`config.mk`:
```
export PLATFORM = sky130hd
export DESIGN_NAME = rotary_step_ctrl
export DESIGN_NICKNAME = d
export VERILOG_FILES = /design/src/rtl/rotary_step_ctrl.sv
export SDC_FILE = /design/constraint.sdc
export NUM_CORES = 1
export LEC_CHECK = 0
export ABC_CLOCK_PERIOD_IN_PS = 2200
export BUFFER_PORTS_ARGS = -buffer_cell sky130_fd_sc_hd__buf_2
export CORE_MARGIN = 5
export CORE_UTILIZATION = 30
export DETAILED_ROUTE_END_ITERATION = 8
export GPL_ROUTABILITY_DRIVEN = 0
export PLACE_DENSITY = 0.51
export SLEW_MARGIN = 20
export SYNTH_ARGS = -nofsm -noshare
export SYNTH_HDL_FRONTEND = slang
export SYNTH_SLANG_ARGS = --single-unit
```
`constraint.sdc`:
```
create_clock -name clk -period 2.2 [get_ports clk]
set_input_delay 0.22 -clock clk [delete_from_list [all_inputs] [get_ports clk]]
set_output_delay 0.22 -clock clk [all_outputs]
set_load 0.02 [all_outputs]
```
`src/rtl/rotary_step_ctrl.sv`:
```
// rotary_step_ctrl: one bounded up/down value step per rotary detent, with post-step lockout.
// Build option: define ROTARY_WRAP_EN to wrap at MIN_VAL/MAX_VAL instead of saturating.
module rotary_step_ctrl #(
    parameter int WIDTH   = 8,
    parameter int MIN_VAL = 0,
    parameter int MAX_VAL = 255,
    parameter int HOLDOFF = 16
) (
    input  logic             clk,
    input  logic             rst_n,
    input  logic             r_event,
    input  logic             r_dir,
    input  logic             clr,
    output logic [WIDTH-1:0] value,
    output logic             step_valid,
    output logic             step_dir,
    output logic             at_min,
    output logic             at_max
);
    localparam int             HW      = (HOLDOFF > 0) ? $clog2(HOLDOFF + 1) : 1;
    localparam logic [WIDTH:0] MIN_X   = (WIDTH+1)'(MIN_VAL);
    localparam logic [WIDTH:0] MAX_X   = (WIDTH+1)'(MAX_VAL);
    localparam logic [WIDTH:0] ONE_X   = (WIDTH+1)'(1);
    localparam logic [HW-1:0]  HOLD_LD = HW'(HOLDOFF);
    localparam logic [HW-1:0]  ONE_H   = HW'(1);

    typedef enum logic [1:0] {IDLE, HOLD, WAIT_LOW} state_t;

    state_t           state_q, state_d;
    logic [HW-1:0]    hcnt_q, hcnt_d;
    logic [WIDTH-1:0] value_q, value_d;
    logic             ev_q;
    logic             step_valid_q, step_valid_d;
    logic             step_dir_q, step_dir_d;
    logic             at_min_q, at_min_d;
    logic             at_max_q, at_max_d;
    logic             rise, up_ovf, dn_unf;
    logic [WIDTH:0]   val_x, up_x, dn_x;
    logic [WIDTH-1:0] step_v;

    // Extra top bit lets over/underflow be seen before the bound compare.
    assign rise   = r_event & ~ev_q;
    assign val_x  = {1'b0, value_q};
    assign up_x   = val_x + ONE_X;
    assign dn_x   = val_x - ONE_X;
    assign up_ovf = up_x > MAX_X;
    assign dn_unf = dn_x[WIDTH] | (dn_x < MIN_X);
`ifdef ROTARY_WRAP_EN
    assign step_v = r_dir ? (up_ovf ? MIN_X[WIDTH-1:0] : up_x[WIDTH-1:0])
                          : (dn_unf ? MAX_X[WIDTH-1:0] : dn_x[WIDTH-1:0]);
`else
    assign step_v = r_dir ? (up_ovf ? MAX_X[WIDTH-1:0] : up_x[WIDTH-1:0])
                          : (dn_unf ? MIN_X[WIDTH-1:0] : dn_x[WIDTH-1:0]);
`endif

    // Next state: accept a detent in IDLE, then lock out and wait for the event level to drop.
    always_comb begin
        state_d      = state_q;
        hcnt_d       = hcnt_q;
        value_d      = value_q;
        step_valid_d = 1'b0;
        step_dir_d   = step_dir_q;
        case (state_q)
            IDLE: if (rise) begin
                value_d      = step_v;
                step_valid_d = 1'b1;
                step_dir_d   = r_dir;
                hcnt_d       = HOLD_LD;
                state_d      = (HOLDOFF == 0) ? WAIT_LOW : HOLD;
            end
            HOLD: begin
                hcnt_d = hcnt_q - ONE_H;
                if (hcnt_q == ONE_H) state_d = WAIT_LOW;
            end
            WAIT_LOW: if (!r_event) state_d = IDLE;
            default: state_d = IDLE;
        endcase
        // Clear wins over a coincident step but the detent is still consumed by the FSM.
        if (clr) begin
            value_d      = MIN_X[WIDTH-1:0];
            step_valid_d = 1'b0;
            step_dir_d   = step_dir_q;
        end
        at_min_d = value_d == MIN_X[WIDTH-1:0];
        at_max_d = value_d == MAX_X[WIDTH-1:0];
    end

    // State registers; ev_q resets high so a level already high at release is not a rise.
    always_ff @(posedge clk) begin
        if (!rst_n) begin
            state_q      <= IDLE;
            hcnt_q       <= '0;
            value_q      <= MIN_X[WIDTH-1:0];
            ev_q         <= 1'b1;
            step_valid_q <= 1'b0;
            step_dir_q   <= 1'b0;
            at_min_q     <= 1'b1;
            at_max_q     <= 1'b0;
        end else begin
            state_q      <= state_d;
            hcnt_q       <= hcnt_d;
            value_q      <= value_d;
            ev_q         <= r_event;
            step_valid_q <= step_valid_d;
            step_dir_q   <= step_dir_d;
            at_min_q     <= at_min_d;
            at_max_q     <= at_max_d;
        end
    end

    assign value      = value_q;
    assign step_valid = step_valid_q;
    assign step_dir   = step_dir_q;
    assign at_min     = at_min_q;
    assign at_max     = at_max_q;
endmodule

```
==> impl_metrics.env <==
export IMPL_outcome="finished clean"
export IMPL_reg2regPathDepth=6
export IMPL_yosys_cell_types_count=51
export IMPL_hp_class="primary input to flip-flop"
export IMPL_irDropWorstVdd_mv=0.290
export IMPL_drcViolationCount=0
export IMPL_io_buffers=16
export IMPL_place_hpwl_mm=2.75
export IMPL_worstPathRequired_ns=2.40
export IMPL_drt_iter0_drc=78
export IMPL_grt_usage_pct=13.7
export IMPL_post_route_cell_area_mm2=0.00158
export IMPL_arrival_ns=2.26
export IMPL_synth_area_leader_cell="dfxtp_1"
export IMPL_cts_tree="built"
export IMPL_crit_chain="or4b_4 -> nor2_1 -> a31oi_1 -> or4_1 -> o31ai_1 -> and4bb_1"
export IMPL_drt_wl_total_mm=3.52
export IMPL_grt_pass1_wl_mm=6.07
export IMPL_cts_made_buffers=3
export IMPL_syn_to_final_growth_pct=22.3
export IMPL_critPathMaxFanout=9
export IMPL_critPathCaptureType="flip-flop"
export IMPL_fillers=429
export IMPL_startpoint="ev_q"
export IMPL_fin_crit_sh_pct=93.6
export IMPL_min_from="rst_n"
export IMPL_synth_flop_cell="dfxtp_1"
export IMPL_slew_violations=0
export IMPL_clk_latency_ns=0.25
export IMPL_seq_area_frac_synth_pct=30.9
export IMPL_placed_cell_area_mm2=0.00150
export IMPL_first_global_vias=1320
export IMPL_reg2reg_to="at_max"
export IMPL_cts_root_buf="clkbuf_8"
export IMPL_postCtsSetupRepairBufs=0
export IMPL_ys_top_cells_by_count="nor2_1, dfxtp_1, a21oi_1"
export IMPL_layout_nets=198
export IMPL_syn_num_nets=174
export IMPL_synthMostInstantiatedCell="nor2_1"
export IMPL_synth_edf_count=0
export IMPL_cts_buffer_depth=2
export IMPL_netSwitchingPower_w=0.000191
export IMPL_ios=17
export IMPL_cts_htree_levels=1
export IMPL_timing_slew_headroom_pct=66.2
export IMPL_combPwrFrac_pct=16.6
export IMPL_critPathLaunchType="flip-flop"
export IMPL_finalCriticalPeriod_ns=2.06
export IMPL_skew_ns=0.00359
export IMPL_syn_area_per_cell_um2=7.84
export IMPL_dr_pass1_iters=4
export IMPL_dieArea_mm2=0.00573
export IMPL_ys_ff_latch=20
export IMPL_via_count=1340
export IMPL_cp_slowest_stage_delay_ns=0.63
export IMPL_p_int_w=0.000553
export IMPL_async_flop_share_pct=0
export IMPL_worst_setup_path_type="flip-flop to flip-flop"
export IMPL_synth_cell_area_mm2=0.00129
export IMPL_maxCapViolCount=0
export IMPL_synth_top_cell_area_share_pct=30.9
export IMPL_r2r_start="ev_q"
export IMPL_viasPerCell=5.65
export IMPL_start_util_pct=31.7
export IMPL_p_sw_share_pct=25.7
export IMPL_critical_path_top_delay_family="simple AND/OR/NAND/NOR gates"
export IMPL_finalSetupViolCount=0
export IMPL_fp_dieW_um=75.7
export IMPL_holdBufCountCts=0
export IMPL_drive_above_1_share_pct=27.8
export IMPL_grt_max_degree=20
export IMPL_power_w=0.000744
export IMPL_netlist_top_cells_area="dfxtp_1, nor2_1, a21oi_1, ha_1, inv_1"
export IMPL_path_depth=6
export IMPL_rsz0062_at_grt="false"
export IMPL_path_clk_slew_ns=0.07
export IMPL_finalHoldViolations=0
export IMPL_n_antenna_cell=0
export IMPL_fmax_mhz=486
export IMPL_pwr_share_clk_pct=31.2
export IMPL_wl_per_cell_um=14.9
export IMPL_gr_total_overflow=0
export IMPL_syn_inst=165
export IMPL_worst_slew_pin_slew_ns=0.502
export IMPL_power_density_mw_per_mm2=470
export IMPL_ant_nets=0
export IMPL_cp_endpoint="at_max"
export IMPL_reg2reg_slack_ns=0.14
export IMPL_crit_slowest_cell="or4b_4"
export IMPL_rows=23
export IMPL_antenna_found_initial=0
export IMPL_critPathBufInv=0
export IMPL_power_frac_seq_pct=52.2
export IMPL_core_mm2=0.00409
export IMPL_die_y_um=75.7
export IMPL_cts_sinks=20
export IMPL_cellLeakagePower_nw=0.617
export IMPL_ys_warn_count=0
## final cells by class
type / count / area [µm²] / share of cell area [%]
multi-input cells: 124 / 850 / 53.7
flip-flops and latches: 20 / 403 / 25.5
repair buffers: 31 / 193 / 12.2
well taps: 50 / 62.6 / 3.95
clock buffers: 3 / 41.3 / 2.61
inverters: 9 / 33.8 / 2.13
## through the flow
stage | setup TNS (ns) | hold slack (ns) | std cells | utilization [%] | setup slack, ns
after global routing | 0 | 0.187 | 237 | 38.7 | 0.00457
final | 0 | 0.195 | 237 | 38.7 | 0.140
after detailed placement | -0.0130 | 0.466 | 234 | 36.7 | -0.0130
after global placement | 0 | 0.457 | 234 | 36.7 | 0.0408
after floorplan | 0 | 0.286 | 165 | - | 0.0111
after CTS | 0 | 0.197 | 237 | 37.9 | 0.0116
## what timing repair did
action	4_1_cts	5_1_grt
pin swaps	0	2
gates resized for setup	2	8
setup endpoints to repair	1	2
## power groups by stage
| stage | sequential [W] | clock (W) | combinational (W) |
|---|---|---|---|
| 2_1_floorplan | 0.000397 | 0 | 0.0000799 |
| 3_3_place_gp | 0.000395 | 0 | 0.000118 |
| 3_5_place_dp | 0.000396 | 0 | 0.000119 |
| 4_1_cts | 0.000388 | 0.000244 | 0.000121 |
| 5_1_grt | 0.000390 | 0.000256 | 0.000139 |
| 6_report | 0.000388 | 0.000232 | 0.000124 |
## worst min-delay path by stage
stage	slack (ns)	endpoint	cells after the start
3_5_place_dp	0.47	at_min	2
4_1_cts	0.20	at_min	2
6_report	0.19	at_min	2
3_3_place_gp	0.46	at_min	2
5_1_grt	0.19	at_min	2
2_1_floorplan	0.29	at_min	1
## worst reg2reg max path, stage by stage, from the launching register on
cell and delay, ns:
dfxtp_1 0.33, or4b_4 0.63, nor2_1 0.12, a31oi_1 0.08
or4_1 0.48, o31ai_1 0.12, and4bb_1 0.25
## cell families after synthesis
family / synth area share [%]
and+or+nand+nor: 31.0
AOI/OAI and AO/OA: 24.0
adders and majority gates: 3.87
muxes: 1.55
xor gates and xnor gates: 2.03
buffers and inverters: 6.58
DFF: 30.9
## state kept, by name, summed over array words and instances, names as in the netlist
register	flops
state_q	2
hcnt_q	5
at_max	1
step_valid	1
ev_q	1
at_min	1
value	8
step_dir	1
## per-layer routing
metal  vias to the layer above  share of wire, %  global-route usage, %
li1                        650                 -                      -
met1                       634                42                   17.4
met2                        44                50                   22.3
met3                        12               4.5                   2.90
met4                         0               3.1                   6.21
met5                         -                 0                      0
## placed cells by master, fill, tap and decap left out, drive strengths merged, types with 3 or more instances in the layout
| cell | Yosys | routed |
|---|---|---|
| or4b | 4 | 4 |
| clkbuf | 8 | 3 |
| buf | 4 | 31 |
| nand2 | 8 | 8 |
| nand4 | 4 | 4 |
| nand2b | 3 | 3 |
| nor3b | 3 | 3 |
| dfxtp | 20 | 20 |
| inv | 8 | 8 |
| o31ai | 4 | 4 |
| nor3 | 4 | 4 |
| a21oi | 15 | 15 |
| o21ai | 5 | 5 |
| ha | 4 | 4 |
| nor2 | 27 | 27 |
(Power assumes the default switching activity.)
